**src/rtl/mac_pkg.sv**
```systemverilog
// Shared FSM encoding and default sizing for the MAC accumulate stage.
package mac_pkg;

  typedef enum logic [1:0] {
    IDLE = 2'd0,
    ADD  = 2'd1,
    DONE = 2'd2
  } state_t;

  localparam int unsigned MAC_DIGITS = 128;
  localparam int unsigned MAC_ACC_W  = 576;
  localparam int unsigned MAC_CHUNK  = 64;

  // Index width that stays legal even for a single-chunk accumulator.
  function automatic int unsigned idx_width(input int unsigned n);
    return (n > 1) ? $clog2(n) : 1;
  endfunction

endpackage

```
**src/rtl/acc_chunk_add.sv**
```systemverilog
// One accumulator slice adder: sum = a + b + cin, with carry-out.
module acc_chunk_add
  import mac_pkg::*;
#(
  parameter int unsigned W = MAC_CHUNK
) (
  input  logic [W-1:0] a,
  input  logic [W-1:0] b,
  input  logic         cin,
  output logic [W-1:0] sum,
  output logic         cout
);

  assign {cout, sum} = (W+1)'(a) + (W+1)'(b) + (W+1)'(cin);

endmodule

```
**src/rtl/mac_acc_stage.sv**
```systemverilog
// Multi-cycle accumulate stage: adds a captured product into the accumulator
// one CHUNK slice per cycle. Define MAC_ACC_OVF_EN to keep a sticky overflow flag.
module mac_acc_stage
  import mac_pkg::*;
#(
  parameter int unsigned DIGITS = MAC_DIGITS,
  parameter int unsigned ACC_W  = MAC_ACC_W,
  parameter int unsigned CHUNK  = MAC_CHUNK
) (
  input  logic                  clk,
  input  logic                  rst_n,
  input  logic [DIGITS*4-1:0]   prod,
  input  logic                  prod_valid,
  output logic                  prod_ready,
  input  logic                  clear,
  output logic [ACC_W-1:0]      acc_out,
  output logic                  acc_valid,
  output logic                  ovf
);

  localparam int unsigned NCHUNK = ACC_W / CHUNK;
  localparam int unsigned IDX_W  = idx_width(NCHUNK);
  localparam logic [IDX_W-1:0] LAST_IDX = IDX_W'(NCHUNK - 1);

  state_t            state;
  state_t            state_nxt;
  logic [ACC_W-1:0]  acc;
  logic [ACC_W-1:0]  op;
  logic [IDX_W-1:0]  idx;
  logic              carry;
  logic [31:0]       base;
  logic [CHUNK-1:0]  acc_slice;
  logic [CHUNK-1:0]  op_slice;
  logic [CHUNK-1:0]  sum_slice;
  logic              cout;
  logic              accept;
  logic              last;

  assign accept    = prod_valid & prod_ready;
  assign last      = (idx == LAST_IDX);
  assign base      = 32'(idx) * CHUNK;
  assign acc_slice = acc[base +: CHUNK];
  assign op_slice  = op[base +: CHUNK];
  assign acc_out   = acc;

  acc_chunk_add #(
    .W (CHUNK)
  ) u_add (
    .a    (acc_slice),
    .b    (op_slice),
    .cin  (carry),
    .sum  (sum_slice),
    .cout (cout)
  );

  always_ff @(posedge clk or negedge rst_n) begin
    if (!rst_n) begin
      state <= IDLE;
    end else begin
      state <= state_nxt;
    end
  end

  always_comb begin
    state_nxt = state;
    case (state)
      IDLE:    if (accept) state_nxt = ADD;
      ADD:     if (last)   state_nxt = DONE;
      DONE:    state_nxt = IDLE;
      default: state_nxt = IDLE;
    endcase
  end

  always_comb begin
    prod_ready = (state == IDLE);
    acc_valid  = (state == DONE);
  end

  // Clear and capture share the IDLE edge: the sum restarts from zero and
  // the freshly captured operand is added during the following ADD cycles.
  always_ff @(posedge clk or negedge rst_n) begin
    if (!rst_n) begin
      acc   <= '0;
      op    <= '0;
      idx   <= '0;
      carry <= 1'b0;
    end else begin
      case (state)
        IDLE: begin
          if (clear) acc <= '0;
          if (accept) begin
            op    <= ACC_W'(prod);
            idx   <= '0;
            carry <= 1'b0;
          end
        end
        ADD: begin
          acc[base +: CHUNK] <= sum_slice;
          carry              <= cout;
          idx                <= last ? '0 : idx + 1'b1;
        end
        default: ;
      endcase
    end
  end

`ifdef MAC_ACC_OVF_EN
  logic ovf_q;

  always_ff @(posedge clk or negedge rst_n) begin
    if (!rst_n) begin
      ovf_q <= 1'b0;
    end else if (state == IDLE && clear) begin
      ovf_q <= 1'b0;
    end else if (state == ADD && last && cout) begin
      ovf_q <= 1'b1;
    end
  end

  assign ovf = ovf_q;
`else
  assign ovf = 1'b0;
`endif

endmodule

```
**config.mk**
```make
export PLATFORM = sky130hd
export DESIGN_NAME = mac_acc_stage
export DESIGN_NICKNAME = d
export VERILOG_FILES = /design/src/rtl/mac_pkg.sv /design/src/rtl/acc_chunk_add.sv /design/src/rtl/mac_acc_stage.sv
export SDC_FILE = /design/constraint.sdc
export NUM_CORES = 2
export LEC_CHECK = 0
export ABC_AREA = 1
export BUFFER_PORTS_ARGS = -buffer_cell sky130_fd_sc_hd__buf_4
export CAP_MARGIN = 20
export CELL_PAD_IN_SITES_DETAIL_PLACEMENT = 2
export CELL_PAD_IN_SITES_GLOBAL_PLACEMENT = 2
export CORE_AREA = 8 8 420 422
export CTS_CLUSTER_DIAMETER = 50
export CTS_CLUSTER_SIZE = 30
export DETAILED_ROUTE_END_ITERATION = 10
export DIE_AREA = 0 0 428 430
export PLACE_DENSITY = 0.87
export SYNTH_ARGS = -nofsm -noshare
export SYNTH_HDL_FRONTEND = slang
export SYNTH_SLANG_ARGS = --single-unit
```
**constraint.sdc**
```tcl
create_clock -name clk -period 6.61 [get_ports clk]
set_input_delay 0.3305 -clock clk [delete_from_list [all_inputs] [get_ports clk]]
set_output_delay 0.3305 -clock clk [all_outputs]
set_load 0.05 [all_outputs]
```
# --- After elaboration in Yosys (flattened, before gate mapping) ---
# Cells that the tools add are included.
# W data, S select, Z words.
word_totals:
  elab_cells: 37
  ff_bits: 1095
op_classes:
  n_eq_ne: 6
  muxes: 11
  shifts: 4
  addsub: 4
  bitwise: 1
  reduce_logical: 6
ops:
  columns: ["operator", "count"]
  rows:
  - ["$pmux W576 S2", 1]
  - ["$shiftx A576 B11 Y64", 2]
  - ["$bwmux W576", 1]
  - ["$mux W576", 1]
  - ["$shift A64 B34 Y576 const A", 1]
  - ["$shiftx A64 B34 Y576", 1]
  - ["$add A64 B64 Y65", 1]
  - ["$add A65 B1 Y65", 1]
  - ["$neg A10 Y34", 1]
  - ["$mux W4", 2]
  - ["$pmux W4 S2", 1]
  - ["$reduce_and A2 Y1", 4]
  - ["$add A4 B1 Y4 const B", 1]
  - ["$eq A4 B4 Y1 const B", 1]
  - ["$mux W2", 2]
  - ["$ne A2 B1 Y1 const B", 2]
  - ["$pmux W2 S2", 1]
  - ["$eq A2 B1 Y1 const B", 1]
  - ["$eq A2 B2 Y1 const B", 1]
  - ["$logic_not A2 Y1", 1]
  - ["$ne A2 B2 Y1 const B", 1]
  - ["$pmux W1 S2", 1]
  - ["$reduce_bool A2 Y1", 1]
  - ["$and A1 B1 Y1", 1]
  - ["$mux W1", 1]

# --- Logic depth before layout (Yosys ltp) ---
depth:
  word_depth: 6
  mapped_depth: 28
  mapped_depth_nobuf: 24

# --- By module ---
# A second synthesis with hierarchy kept.
unflattened:
  hier_cells: 6792
  hier_area_um2: 57238.6
modules_own_cells:
  columns: ["module", "n_inst", "cells_per_inst", "seq_area_each_um2", "area_each_um2"]
  rows:
  - ["mac_acc_stage", 1, 5497, 27401.3, 51329.2]
  - ["acc_chunk_add", 1, 1295, 0.0, 5909.4]

# --- Least setup slack after synthesis ---
# No wires, ideal clock.
synth_timing:
  path_kind: "register to register"
  from: "register idx[0]"
  to: "register acc[352] (netlist: acc_out[352])"
  path_stages_with_launch: 26
  setup_time_ns: 0.066
  synth_period_minus_slack_ns: 3.736
  path_buffers: 4
  t_arrival_ns: 3.670
  setup_slack_ns: 2.874
  required_ns: 6.544
  path_cell_list: "dfrtp_1 -> buf_2 -> inv_1 -> buf_2 -> buf_2 -> clkbuf_1 -> a21oi_1 -> o21ai_0 -> nand3_1 -> a31oi_1 -> fa_1 -> inv_1 -> fa_1 -> nand3_1 -> nand3_1 -> nand2_1 -> nand2_1 -> nand2_1 -> nand2_1 -> nand2_1 -> nand2_1 -> xor2_2 -> nand2_1 -> nor3_1 -> nand2_1 -> nand2_1"
synth_between:
  elab_chain_len: 6
synth_lines:
  columns: ["element", "line_no", "text"]
  rows:
  - ["start: declaration", "mac_acc_stage.sv:29", "logic [IDX_W-1:0] idx;"]
  - ["start signal: assignment", "mac_acc_stage.sv:100", "idx <= last ? '0 : idx + 1'b1;"]
  - ["$shiftx A576 B11 Y64, on equally long branches", "mac_acc_stage.sv:42, mac_acc_stage.sv:43", null]
  - ["$add A64 B64 Y65", "acc_chunk_add.sv:14", "assign {cout, sum} = (W+1)'(a) + (W+1)'(b) + (W+1)'(cin);"]
  - ["$add A65 B1 Y65", "acc_chunk_add.sv:14", null]
  - ["$shiftx A64 B34 Y576", "mac_acc_stage.sv:98", "acc[base +: CHUNK] <= sum_slice;"]
  - ["$bwmux W576 (*)", "mac_acc_stage.sv:98", null]
  - ["$pmux W576 S2 (*)", "mac_acc_stage.sv:88", "case (state)"]
  - ["end signal: indexed assignment", "mac_acc_stage.sv:98", null]
  - ["end: declaration", "mac_acc_stage.sv:27", "logic [ACC_W-1:0] acc;"]
# Mark *: on every way between the ends. The rest lies on a longest branch, timed or not.
# A chain may end at the register's enable or synchronous reset.

# --- Final worst setup path ---
layout_timing:
  from: "register idx[1]"
  to: "register acc[505] (netlist: acc_out[505])"
# The elaborated chain is that of the path after synthesis.

==> impl_metrics.csv <==
group,metric,value,unit
run_status,status,"finished, violations left",
run_status,violations,"negative setup slack",
critical_path,worst-setup-path-type,"reg2reg",
clock_tree,clk_latency,0.86,ns
place,dp_hpwl,257,mm
floorplanning,num_rows,152,
synthesis,netlist_area,0.0573,mm²
global_route,grt_max_degree,151,
timing,fin_tns_setup,-2.93,ns
final_layout,final_cell_area,0.0781,mm²
timing,period_share,105,%
synthesis,ys_seq_area_share,47.8,%
critical_path,rrSetupSlack,-0.32,ns
synthesis,synthCells,6837,
floorplanning,die_height,430,µm
routing,firstDrtPassIters,6,
clock_tree,clkTransAtPathRegs,0.08,ns
routing,first_iter_violations,8542,
final_layout,drive_gt1_share,24.9,%
synthesis,avgSynthCellArea,8.38,µm²
floorplanning,die_w,428,µm
place,gp_congestion,0.987,
place,placed_area,0.0677,mm²
synthesis,synth_nets,7424,
clock_tree,cts_root_buf,"clkbuf_16",
timing,slew_headroom,4.84,%
critical_path,path_max_fanout,76,
global_route,grt_antenna_before_repair,140,
final_layout,final_util,45.9,%
timing,fin_crit,6.93,ns
routing,ant_nets,0,
timing,fmax,0.144,GHz
run,cap_violations,0,
final_layout,area_delta_synth_final,36.4,%
clock_tree,cts_buffer_depth,3,
routing,drc,0,
global_route,grt_pass1_vias,71300,
critical_path,start_kind,"flip-flop",
clock_tree,cts.sinks,1095,
timing,slew_viol_final,0,
synthesis,synth_cell_types,45,
global_route,grtUsageTotal,43.6,%
place,dpl_worst_slack,0.643,ns
clock_tree,tritoncts,"yes",
timing,setup_slack,-0.321,ns
routing,routed_wl,445,mm
floorplanning,dieArea,0.184,mm²
clock_tree,cts_buffers,140,
timing,rsz0062_at_grt,"yes",
timing,finalHoldViolCount,0,
final_layout,fillers,18500,
global_route,grt_overflow,0,
critical_path,worstPathRequired,7.37,ns
synthesis,synth_warnings,0,
timing,skew,0.0875,ns
synthesis,synth_seq_cells,1095,
floorplanning,coreArea,0.170,mm²
routing,drt-vias-per-instance,6.42,
synthesis,ys_async_sr_fraction,100,%
place,io_buffers,1093,
timing,finalSetupViolCount,22,
synthesis,synth_edf_count,0,
critical_path,worstPathArrival,7.69,ns
final_layout,nets,8847,
floorplanning,start_util,33.6,%
hold_path,hold_path_class,"in2async",
routing,wl_per_cell,41.4,µm
synthesis,synthFlopType,"dfrtp_1",
clock_tree,htree_levels,4,
floorplanning,io_pins,1095,
global_route,grt_pass1_wl,580,mm
routing,vias,68900,
timing,worst_pin_slew,1.41,ns
critical_path,cp-end-kind,"flip-flop",
[metal layers]
metal | GRT usage, % | wire length, µm
met5 | 0.312 | 574
met3 | 15.5 | 55300
met1 | 50.4 | 154000
met2 | 66.7 | 189000
met4 | 32.0 | 46000
[critical path, stage by stage (launching register included)]
cell	delay [ns]
dfrtp_4	0.73
inv_8	0.62
buf_12	0.39
o21ai_0	0.61
o22ai_2	0.65
o21ai_0	0.21
a31oi_1	0.63
ha_1	0.47
nand2_1	0.17
nor3_1	0.58
nand2_1	0.24
nor2_1	0.16
nand2_1	0.11
nand3_1	0.13
nand3_1	0.12
nor2_1	0.54
nand3_1	0.20
nand2_1	0.11
[registers in the layout, indices dropped and copies added (netlist names)]
| name | flops |
|---|---|
| acc_out | 576 |
| carry | 1 |
| idx | 4 |
| state | 2 |
| op | 512 |
[cell usage after synthesis, types with 13 or more instances]
| master | instances | area (µm²) |
|---|---|---|
| buf_2 | 144 | 721 |
| o22ai_1 | 254 | 1590 |
| dfrtp_1 | 1095 | 27400 |
| o21ai_1 | 27 | 135 |
| ha_1 | 69 | 863 |
| inv_1 | 539 | 2020 |
| a31oi_1 | 65 | 407 |
| nor2_2 | 18 | 113 |
| o31ai_1 | 25 | 188 |
| and2_1 | 21 | 131 |
| buf_1 | 47 | 176 |
| inv_2 | 26 | 97.6 |
| a21oi_1 | 201 | 1010 |
| nand4_1 | 59 | 369 |
| xor2_1 | 15 | 131 |
| xnor2_1 | 13 | 114 |
| mux2_2 | 512 | 5770 |
| clkbuf_1 | 253 | 950 |
| nand2_1 | 1356 | 5090 |
| nor2_1 | 713 | 2680 |
| nand3_1 | 444 | 2220 |
| nor3_1 | 32 | 160 |
| o21ai_0 | 829 | 4150 |
| buf_4 | 14 | 105 |
[cells in the final DEF, fill, tap and decap left out, types with 25 or more instances in the layout]
master         netlist  layout
nand4_1             59      59
ha_1                69      68
o22ai_1            254     253
diode_2              0     126
o31ai_1             25      25
clkbuf_16            0     143
dfrtp_1           1095    1091
nand2_1           1356    1353
o21ai_1             27      29
inv_6                0      26
nor2_1             713     708
dlygate4sd3_1        0     513
a21oi_1            201     201
nand3_1            444     443
o21ai_0            829     827
buf_4               14    1202
mux2_2             512     512
nor3_1              32      32
inv_1              539     536
a31oi_1             65      64
[layout make-up]
type | count | area [µm²] | area share (%)
multi-input cells | 4716 | 25900 | 33.1
inverters | 566 | 2160 | 2.76
well taps | 2233 | 2790 | 3.58
diodes | 126 | 315 | 0.403
clock buffers | 154 | 3670 | 4.70
clock inverters | 106 | 1280 | 1.64
repair buffers | 1741 | 14600 | 18.7
flip-flops and latches | 1095 | 27400 | 35.1
[worst paths after layout]
path / startpoint / endpoint / cells after the start
worst min register to register: op[60] / op[60] / 1
max in group asynchronous: rst_n / op[387] / 4
worst max register to register: idx[1] / acc_out[505] / 17
worst max-delay path: idx[1] / acc_out[505] / 17
min in group clk: prod_valid / state[0] / 3
worst min-delay path: rst_n / acc_out[142] / 2
[repair_timing]
item / 4_1_cts / 5_1_grt
hold buffers: 513 / 0
setup buffers: 0 / 0
gates resized for setup: 0 / 2
endpoints found under the setup margin: 0 / 82
endpoints found under the hold margin: 585 / 0
[through the flow]
stage          cells  hold slack (ns)
6_report       10700           0.0878
3_3_place_gp    9833            0.331
3_5_place_dp    9833            0.338
4_1_cts        10600           0.0794
2_1_floorplan   6837           0.0349
5_1_grt        10700            0.145
[cell families after synthesis]
| kind of cell | share of synthesized area (%) |
|---|---|
| simple gates | 19.4 |
| compound gates | 13.3 |
| flops | 47.8 |
| buf+inv | 7.16 |
| mux | 10.1 |
| fa+ha+maj | 1.58 |
| xor+xnor | 0.618 |
| other cells | 0.00655 |
Power is not shown: default switching activity piles up to over one toggle a cycle in this logic, so the estimate is an artifact.
